[config.mk]
export PLATFORM = sky130hd
export DESIGN_NAME = tmr_hamming_voter_pipe_flat
export DESIGN_NICKNAME = d
export VERILOG_FILES = /design/src/rtl/tmr_hamming_voter_pipe_if.sv /design/src/rtl/tmr_hamming_voter_pipe.sv /design/src/flat_wrapper.sv
export SDC_FILE = /design/constraint.sdc
export NUM_CORES = 1
export LEC_CHECK = 0
export CORE_MARGIN = 10
export CORE_UTILIZATION = 58
export DETAILED_ROUTE_END_ITERATION = 7
export GPL_TIMING_DRIVEN = 0
export PLACE_DENSITY = 0.9
export SETUP_SLACK_MARGIN = 0.4
export SKIP_LAST_GASP = 1
export SYNTH_ARGS = -nofsm -noshare
export SYNTH_HDL_FRONTEND = slang
export SYNTH_SLANG_ARGS = --single-unit
[constraint.sdc]
create_clock -name clk -period 7.25 [get_ports clk]
set_input_delay 1.45 -clock clk [delete_from_list [all_inputs] [get_ports clk]]
set_output_delay 1.45 -clock clk [all_outputs]
set_load 0.02 [all_outputs]
[src/rtl/tmr_hamming_voter_pipe_if.sv]
// Handshake and data bundle between the triplicated datapath, the voter and
// the single-string consumer. The master modport is the producer/consumer
// side; the slave modport is the voter.
interface tmr_hamming_voter_pipe_if #(
  parameter int N_NIB = 1
);
  localparam int DATA_W = 4 * N_NIB;
  localparam int CW_W   = 7 * N_NIB;

  logic              in_valid;
  logic              in_ready;
  logic [DATA_W-1:0] data_1;
  logic [DATA_W-1:0] data_2;
  logic [DATA_W-1:0] data_3;
  logic [CW_W-1:0]   inj_mask;
  logic              out_valid;
  logic              out_ready;
  logic [DATA_W-1:0] out_data;
  logic              fault;
  logic [2:0]        mismatch_mask;
  logic [2:0]        replica_failed;
  logic [1:0]        status;
  logic              clr_failed;

  modport master (
    output in_valid, data_1, data_2, data_3, inj_mask, out_ready, clr_failed,
    input  in_ready, out_valid, out_data, fault, mismatch_mask, replica_failed, status
  );

  modport slave (
    input  in_valid, data_1, data_2, data_3, inj_mask, out_ready, clr_failed,
    output in_ready, out_valid, out_data, fault, mismatch_mask, replica_failed, status
  );
endinterface

[src/rtl/tmr_hamming_voter_pipe.sv]
// Two-stage TMR voter with Hamming(7,4) single-error correction per nibble.
// S1 votes the encoded replicas, S2 decodes/corrects. Per-replica health
// counters mark a replica failed after FAULT_THRESH consecutive mismatching
// words; a small FSM summarises the failures as NORMAL/DEGRADED/UNSAFE.
module tmr_hamming_voter_pipe #(
  parameter int N_NIB        = 1,
  parameter int FAULT_THRESH = 4
) (
  input logic                      clk,
  input logic                      rst,
  tmr_hamming_voter_pipe_if.slave  bus
);
  localparam int DATA_W = 4 * N_NIB;
  localparam int CW_W   = 7 * N_NIB;
  localparam int CNT_W  = $clog2(FAULT_THRESH + 1);
  localparam logic [CNT_W-1:0] THR = CNT_W'(FAULT_THRESH);

  typedef enum logic [1:0] {
    NORMAL   = 2'b00,
    DEGRADED = 2'b01,
    UNSAFE   = 2'b10
  } state_t;

  // Codeword bits {d3,d2,d1,p4,d0,p2,p1}: bit index = Hamming position - 1.
  function automatic logic [6:0] enc_nib(input logic [3:0] d);
    return {d[3], d[2], d[1], d[1] ^ d[2] ^ d[3], d[0],
            d[0] ^ d[2] ^ d[3], d[0] ^ d[1] ^ d[3]};
  endfunction

  function automatic logic [CW_W-1:0] enc_word(input logic [DATA_W-1:0] d);
    logic [CW_W-1:0] c;
    c = '0;
    for (int unsigned k = 0; k < N_NIB; k++) c[7*k +: 7] = enc_nib(d[4*k +: 4]);
    return c;
  endfunction

  // Returns {corrected, data}; a nonzero syndrome names the position to flip.
  function automatic logic [4:0] dec_nib(input logic [6:0] c);
    logic [2:0] s;
    logic [6:0] f;
    s[0] = c[0] ^ c[2] ^ c[4] ^ c[6];
    s[1] = c[1] ^ c[2] ^ c[5] ^ c[6];
    s[2] = c[3] ^ c[4] ^ c[5] ^ c[6];
    f    = c;
    if (s != 3'd0) f[s - 3'd1] = ~f[s - 3'd1];
    return {s != 3'd0, f[6], f[5], f[4], f[2]};
  endfunction

  logic [CW_W-1:0]   enc1, enc2, enc3, maj;
  logic [2:0]        mis;
  logic              adv;

  logic              v1;
  logic [CW_W-1:0]   vote_s1;
  logic [2:0]        mis_s1;

  logic [DATA_W-1:0] dec_data;
  logic              dec_fault;

  logic              out_valid_s2;
  logic [DATA_W-1:0] out_data_s2;
  logic              fault_s2;
  logic [2:0]        mm_s2;

  logic [CNT_W-1:0]  cnt [3];
  logic [2:0]        hit;
  logic [2:0]        failed;
  logic [1:0]        fail_count;

  state_t            state, state_nxt;

  assign enc1 = enc_word(bus.data_1);
  assign enc2 = enc_word(bus.data_2);
  assign enc3 = enc_word(bus.data_3);
  assign maj  = (enc1 & enc2) | (enc1 & enc3) | (enc2 & enc3);
  // Health compares against the vote before injection so the test hook never
  // ages a replica.
  assign mis  = {enc3 != maj, enc2 != maj, enc1 != maj};
  assign adv  = !out_valid_s2 || bus.out_ready;

  // S1: latch the injected vote, the per-replica mismatch flags and valid.
  always_ff @(posedge clk) begin
    if (rst) begin
      v1      <= 1'b0;
      vote_s1 <= '0;
      mis_s1  <= '0;
    end else if (adv) begin
      v1      <= bus.in_valid;
      vote_s1 <= maj ^ bus.inj_mask;
      mis_s1  <= mis;
    end
  end

  // Decode and correct every nibble of the S1 vote.
  always_comb begin
    logic [4:0] nib;
    nib       = '0;
    dec_data  = '0;
    dec_fault = 1'b0;
    for (int unsigned k = 0; k < N_NIB; k++) begin
      nib                = dec_nib(vote_s1[7*k +: 7]);
      dec_data[4*k +: 4] = nib[3:0];
      dec_fault          = dec_fault | nib[4];
    end
  end

  // S2: output register, held while the consumer stalls.
  always_ff @(posedge clk) begin
    if (rst) begin
      out_valid_s2 <= 1'b0;
      out_data_s2  <= '0;
      fault_s2     <= 1'b0;
      mm_s2        <= '0;
    end else if (adv) begin
      out_valid_s2 <= v1;
      out_data_s2  <= dec_data;
      fault_s2     <= dec_fault;
      mm_s2        <= mis_s1;
    end
  end

  // Threshold hits per replica.
  always_comb begin
    hit = '0;
    for (int unsigned i = 0; i < 3; i++) hit[i] = (cnt[i] == THR);
  end

  // Health counters and sticky failure flags; clear beats a same-cycle hit.
  always_ff @(posedge clk) begin
    if (rst || bus.clr_failed) begin
      for (int unsigned i = 0; i < 3; i++) cnt[i] <= '0;
      failed <= '0;
    end else begin
      failed <= failed | hit;
      if (adv && bus.in_valid) begin
        for (int unsigned i = 0; i < 3; i++) begin
          if (!mis[i])          cnt[i] <= '0;
          else if (cnt[i] != THR) cnt[i] <= cnt[i] + 1'b1;
        end
      end
    end
  end

  assign fail_count = 2'(failed[0]) + 2'(failed[1]) + 2'(failed[2]);

  // Status state register.
  always_ff @(posedge clk) begin
    if (rst) state <= NORMAL;
    else     state <= state_nxt;
  end

  // Status next state: only moves forward unless cleared.
  always_comb begin
    state_nxt = state;
    if (bus.clr_failed) begin
      state_nxt = NORMAL;
    end else begin
      case (state)
        NORMAL: begin
          if (fail_count >= 2'd2)      state_nxt = UNSAFE;
          else if (fail_count == 2'd1) state_nxt = DEGRADED;
        end
        DEGRADED: if (fail_count >= 2'd2) state_nxt = UNSAFE;
        UNSAFE:   state_nxt = UNSAFE;
        default:  state_nxt = NORMAL;
      endcase
    end
  end

  // Drive the bus outputs.
  always_comb begin
    bus.in_ready       = adv;
    bus.out_valid      = out_valid_s2;
    bus.out_data       = out_data_s2;
    bus.fault          = fault_s2;
    bus.mismatch_mask  = mm_s2;
    bus.replica_failed = failed;
    bus.status         = state;
  end
endmodule

[src/flat_wrapper.sv]
// flat-port wrapper written by rule: the top's interface ports become plain ports
module tmr_hamming_voter_pipe_flat 
#(
  parameter int N_NIB        = 1,
  parameter int FAULT_THRESH = 4
)
  (clk, rst, bus_in_valid, bus_data_1, bus_data_2, bus_data_3, bus_inj_mask, bus_out_ready, bus_clr_failed, bus_in_ready, bus_out_valid, bus_out_data, bus_fault, bus_mismatch_mask, bus_replica_failed, bus_status);
  tmr_hamming_voter_pipe_if #(.N_NIB(N_NIB)) bus_i ();
  input logic clk;
  input logic rst;
  input wire logic [$bits(bus_i.in_valid)-1:0] bus_in_valid;
  input wire logic [$bits(bus_i.data_1)-1:0] bus_data_1;
  input wire logic [$bits(bus_i.data_2)-1:0] bus_data_2;
  input wire logic [$bits(bus_i.data_3)-1:0] bus_data_3;
  input wire logic [$bits(bus_i.inj_mask)-1:0] bus_inj_mask;
  input wire logic [$bits(bus_i.out_ready)-1:0] bus_out_ready;
  input wire logic [$bits(bus_i.clr_failed)-1:0] bus_clr_failed;
  output wire logic [$bits(bus_i.in_ready)-1:0] bus_in_ready;
  output wire logic [$bits(bus_i.out_valid)-1:0] bus_out_valid;
  output wire logic [$bits(bus_i.out_data)-1:0] bus_out_data;
  output wire logic [$bits(bus_i.fault)-1:0] bus_fault;
  output wire logic [$bits(bus_i.mismatch_mask)-1:0] bus_mismatch_mask;
  output wire logic [$bits(bus_i.replica_failed)-1:0] bus_replica_failed;
  output wire logic [$bits(bus_i.status)-1:0] bus_status;
  assign bus_i.in_valid = bus_in_valid;
  assign bus_i.data_1 = bus_data_1;
  assign bus_i.data_2 = bus_data_2;
  assign bus_i.data_3 = bus_data_3;
  assign bus_i.inj_mask = bus_inj_mask;
  assign bus_i.out_ready = bus_out_ready;
  assign bus_i.clr_failed = bus_clr_failed;
  assign bus_in_ready = bus_i.in_ready;
  assign bus_out_valid = bus_i.out_valid;
  assign bus_out_data = bus_i.out_data;
  assign bus_fault = bus_i.fault;
  assign bus_mismatch_mask = bus_i.mismatch_mask;
  assign bus_replica_failed = bus_i.replica_failed;
  assign bus_status = bus_i.status;
  tmr_hamming_voter_pipe #(.N_NIB(N_NIB), .FAULT_THRESH(FAULT_THRESH)) u_core (.clk(clk), .rst(rst), .bus(bus_i));
endmodule
**Yosys cells after proc, flatten, opt, wreduce, memory -nomap -nowiden**

Memory sizes are Yosys's and may differ from the RTL's.
Cells that the tools add are included.

- Mux-type cells: 45
- Equality and inequality tests: 14
- Add/subtract/negate cells: 6
- Reductions and logical operators: 9
- Bitwise operators: 41
- $lt $le $gt $ge: 3

Operators by type and width:

| operator | number |
|---|---|
| $mux 1 | 31 |
| $xor 1x1->1 | 27 |
| $and 7x7->7 | 3 |
| $ne 7x7->1 | 3 |
| $mux 3 | 6 |
| $or 7x7->7 | 2 |
| $add 3x1->3 const B | 3 |
| $eq 3x3->1 const B | 3 |
| $ne 3x3->1 const B | 3 |
| $bwmux 7 | 1 |
| $mux 7 | 1 |
| $xor 7x7->7 | 1 |
| $mux 2 | 3 |
| $or 1x1->1 | 6 |
| $pmux 2 s3 | 1 |
| $eq 2x1->1 const B | 2 |
| $lt 3x4->1 const B | 1 |
| $bmux 1 s3 | 1 |
| $demux 1 s3 | 1 |
| $ge 3x1->1 const B | 1 |
| $ne 3x1->1 const B | 1 |
| $or 3x3->3 | 1 |
| $reduce_bool 3->1 | 1 |
| $sub 3x1->3 const B | 1 |
| 12 further kinds | 14 |

- RAM bits: 9
- Output and inout bits: 15
- Register bits: 25
- Memories kept: 1

Memory list:

| memory | words | width | rd ports | clocked after Yosys merged registers in | write ports | line | text |
|---|---|---|---|---|---|---|---|
| u_core.cnt | 3 | 3 | 3 | 0 | 3 | tmr_hamming_voter_pipe.sv:65 | `logic [CNT_W-1:0] cnt [3];` |

**Logic depth before layout (Yosys ltp)**

- Depth in word-level cells: 12
- Gate-level depth with buffers: 9
- Depth with buffers taken out: 9

**Least setup slack after synthesis**

Ideal clock, no wire load.

- Kind: input-to-output
- From: input port bus_out_ready
- To: output port bus_in_ready
- Arrival: 2.154 ns
- Slack: 3.646 ns
- Stages: 4
- Required time: 5.800 ns
- Path buffers: 2
- Cells stage by stage: nor2b_1 -> clkbuf_1 -> inv_2 -> clkbuf_1

- Longest elaborated chain between the ends: 1

Ends and longest elaborated chain:

| what | line | text |
|---|---|---|
| start: declaration | flat_wrapper.sv:16 | `input wire logic [$bits(bus_i.out_ready)-1:0] bus_out_ready;` |
| $logic_or 1x1->1 | tmr_hamming_voter_pipe.sv:79 | `assign adv = !out_valid_s2 \|\| bus.out_ready;` |
| end: declaration | flat_wrapper.sv:18 | `output wire logic [$bits(bus_i.in_ready)-1:0] bus_in_ready;` |

Every way passes these cells.

**Worst setup path in the final report**

Same ends and word-level chain as after synthesis.

==> reports/results.tsv <==
stage	metric	value	unit
status	status	finished, final reports clean	
floorplanning	die footprint	7280	um2
yosys	Avg Cell Area, Syn	9.375	um2
clocking	Num CTS Buffers	5	
cells_and_area	area growth from synthesis to layout	17.54	%
worst_setup_path	Reg2Reg Setup Slack	4690	ps
worst_setup_path	crit path DAT	3390	ps
yosys	YS warnings	0	
worst_setup_path	Worst R2R End	u_core.bus.out_data[1]	
clocking	Clk Latency, worst-skew pair	280	ps
timing	Final Hold Fails	0	
clocking	CTS tree	yes	
worst_setup_path	Worst path slowest cell	clkdlybuf4s50_1	
timing	period utilization	0.6681	
worst_setup_path	crit path kind	in -> out	
pwr	Final Power	600.8	uW
global_routing	first-pass GRT wire length	9.328	mm
timing	Highest Clock Rate	206.5	MHz
yosys	Post-synth top flop	dfxtp_1	
worst_setup_path	WP data required	5800	ps
global_routing	number of global-route vias before repair	2071	
yosys	EDFF count, synth	9	
detailed_routing	WL final	5.524	mm
detailed_routing	total via count in the routed design	2057	
timing	minimum clock period	4844	ps
clocking	Clock Root Buffer	clkbuf_8	
hold_path	worst hold path type	reg -> reg	
worst_setup_path	Crit. End Element	output pin	
worst_setup_path	reg-to-reg startpoint	u_core.vote_s1[2]	
yosys	FFs w/ async S/R, synth	0	
timing	clk_skew	3.562	ps
worst_setup_path	Worst Setup Start Kind	primary input	
job	maxcap violations	0	
worst_setup_path	worst-path maximum fanout	10	
floorplanning	Die W	85.32	um
timing	Fin Setup TNS	0	ps
timing	Worst slew margin	0.6754	
clocking	Worst-path clk slew	70	ps
timing	Final Max Slew Viols	0	
floorplanning	site row count	23	
floorplanning	core area	4058	um2
detailed_routing	drc violations	0	
yosys	Seq/Total Area, Yosys	0.3114	
detailed_routing	drt wl/cell	15.78	um
detailed_routing	Pre-Repair DR Iteration Count	5	
place	Final GP Congestion	0.8130	
cells_and_area	Antenna Cells	0	
yosys	Cells after Synth	264	
floorplanning	io pins	39	
worst_setup_path	worst r2r path cells	9	
clocking	CTS H-tree lvls	2	
place	port bufs	28	
floorplanning	Die Y-Extent	85.32	um
timing	RSZ-0062 raised after global routing	no	
hold_path	hold wc startpoint	u_core.bus.mismatch_mask[0]	
pwr	Leak	1.220	nW
worst_setup_path	cell family with most CP delay	buffers and inverters	
clocking	hold buffer count at cts	0	
timing	Slew @ Worst Pin	485.2	ps
cells_and_area	fraction of layout cells with a size suffix above 1	0.08000	
pwr	P per Cell Area	206.5	nW/um2
cells_and_area	fin cells	350	
floorplanning	Initial Utilization	0.6099	
worst_setup_path	Crit path largest cell delay	700	ps
global_routing	antenna violations before repair	0	
clocking	Max clock buf depth	2	
place	HPWL after detailed placement	4.366	mm
place	Inst Count DP	342	
detailed_routing	drt via density	5.877	
yosys	Yosys cell types	53	
detailed_routing	Post-DRT Antenna Nets	0	
clocking	Setup Fix Bufs, Post-CTS	0	
pwr	peak supply drop	0.0001134	V
yosys	register bit count reported by yosys	34	
worst_setup_path	worst path cell trace	clkdlybuf4s50_1, nor2b_1, clkbuf_1, inv_2, clkbuf_1, clkdlybuf4s50_1	
worst_setup_path	Buf/Inv on CP	5	
cells_and_area	fill cell count	314	
global_routing	largest net degree at the start of global routing	11	
timing	Final setup viols	0	
yosys	Post-Syn Nets	301	
clocking	Clock Sink Count	34	
global_routing	Remaining Overflow, GRT	0	
cells_and_area	Final #Nets	336	
yosys	Post-Syn Area	2475	um2
hold_path	Worst Hold Depth	2	
hold_path	Hold EP	u_core.bus.mismatch_mask[0]	
global_routing	Global Route Usage Sum	0.1508	
clocking	post_cts resized	0	
detailed_routing	initial DRC count	114	
==> cells in the final DEF (no fill, tap or decap), types with 6 or more instances in the layout <==
cell type and n:
clkbuf_1 8, nand2_1 17, o21ai_1 9, inv_1 11, dfxtp_1 25, o21ai_0 10, ha_1 12, buf_2 7
nand2b_1 6, a21oi_1 11, o21a_1 8, a211oi_1 9, nor2_1 27, xnor2_1 9, nor4_1 9, clkdlybuf4s50_1 28
mux2i_1 6, clkbuf_8 6, xor2_1 6, edfxtp_1 9, xnor3_1 9
==> tightest hold or removal path, cell delays in order, from the launching register on <==
cell,delay [ps]
dfxtp_1,310
nand2_1,50
a21oi_1,50
==> stage by stage <==
step	hold WS, ps	setup slack (ps)	instance area [um2]	utilization
CTS	451.7	2403	2909	0.7169
global placement	438.4	2440	2818	0.6944
global route	464.8	2288	2909	0.7169
detailed placement	443.8	2404	2818	0.6944
floorplan	436.7	3646	2475	-
finish	447.8	2406	2909	0.7169
==> power breakdown <==
part	internal [mW]	total, mW	switching (mW)	leakage (nW)
sequential	0.216	0.229	0.0132	0.311
combinational	0.108	0.226	0.119	0.861
clock	0.0766	0.145	0.0689	0.0482
==> synth_stat cells (2+ instances only) <==
| cell | instances | area share |
|---|---|---|
| nor4_1 | 9 | 0.023 |
| o21a_1 | 8 | 0.024 |
| inv_1 | 11 | 0.017 |
| nand2b_1 | 6 | 0.015 |
| nor3_1 | 5 | 0.010 |
| a22o_1 | 2 | 0.0071 |
| o21ai_0 | 10 | 0.020 |
| a21oi_1 | 11 | 0.022 |
| nand3b_1 | 3 | 0.0091 |
| and2_1 | 3 | 0.0076 |
| xnor3_1 | 9 | 0.082 |
| a211oi_1 | 9 | 0.027 |
| or3_1 | 5 | 0.013 |
| nand2_1 | 17 | 0.026 |
| nand3_1 | 2 | 0.0040 |
| buf_2 | 7 | 0.014 |
| xor3_1 | 4 | 0.038 |
| nor2_1 | 27 | 0.041 |
| edfxtp_1 | 9 | 0.11 |
| clkbuf_1 | 7 | 0.011 |
| a21o_1 | 2 | 0.0061 |
| o21ai_1 | 9 | 0.018 |
| mux2i_1 | 6 | 0.024 |
| ha_1 | 12 | 0.061 |
| xor2_1 | 6 | 0.021 |
| xnor2_1 | 9 | 0.032 |
| a311oi_1 | 5 | 0.018 |
| dfxtp_1 | 25 | 0.20 |
| nor2b_1 | 2 | 0.0051 |
==> registers in the layout, summed over array words and instances, names as in the netlist <==
name and cells:
u_core.bus.out_data 4, u_core.cnt 9, u_core.bus.fault 1, u_core.bus.status 2, u_core.bus.replica_failed 3, u_core.vote_s1 7, u_core.bus.out_valid 1, u_core.v1 1
u_core.mis_s1 3, u_core.bus.mismatch_mask 3
==> kinds of logic (layout without fill, tap and decap cells) <==
family          count (synthesis)  count (layout)  synth area share
flops                          34              34            0.3114
simple gates                   89              89            0.1921
fa+ha+maj                      13              13           0.06876
buf+inv                        28              64           0.04803
mux                             6               6           0.02427
xor+xnor                       28              28            0.1734
compound gates                 66              66            0.1820
==> per-layer routing <==
layer / global-route usage / vias to the layer above / share of wire
met5: 0 / - / 0
met4: 0.05689 / 0 / 0.018
met3: 0.03346 / 12 / 0.054
met2: 0.2698 / 54 / 0.51
met1: 0.1690 / 965 / 0.42
li1: - / 1026 / -
==> layout make-up <==
| cell class | instances | area, um2 | area share |
|---|---|---|---|
| well taps | 50 | 62.56 | 0.02151 |
| inverters | 12 | 45.04 | 0.01548 |
| clock buffers | 7 | 86.33 | 0.02968 |
| multi-input cells | 202 | 1585 | 0.5449 |
| plain buffers | 16 | 73.82 | 0.02538 |
| clock inverters | 1 | 5.005 | 0.001720 |
| flip-flops and latches | 34 | 770.7 | 0.2649 |
| repair buffers | 28 | 280.3 | 0.09634 |
==> worst max path at each step <==
| stage | to | slack (ps) | startpoint | cells past startpoint |
|---|---|---|---|---|
| floorplan | bus_in_ready | 3650 | bus_out_ready | 4 |
| global placement | bus_in_ready | 2440 | bus_out_ready | 6 |
| detailed placement | bus_in_ready | 2400 | bus_out_ready | 6 |
| CTS | bus_in_ready | 2400 | bus_out_ready | 6 |
| global route | bus_in_ready | 2290 | bus_out_ready | 6 |
| finish | bus_in_ready | 2410 | bus_out_ready | 6 |
(Power assumes the default switching activity.)
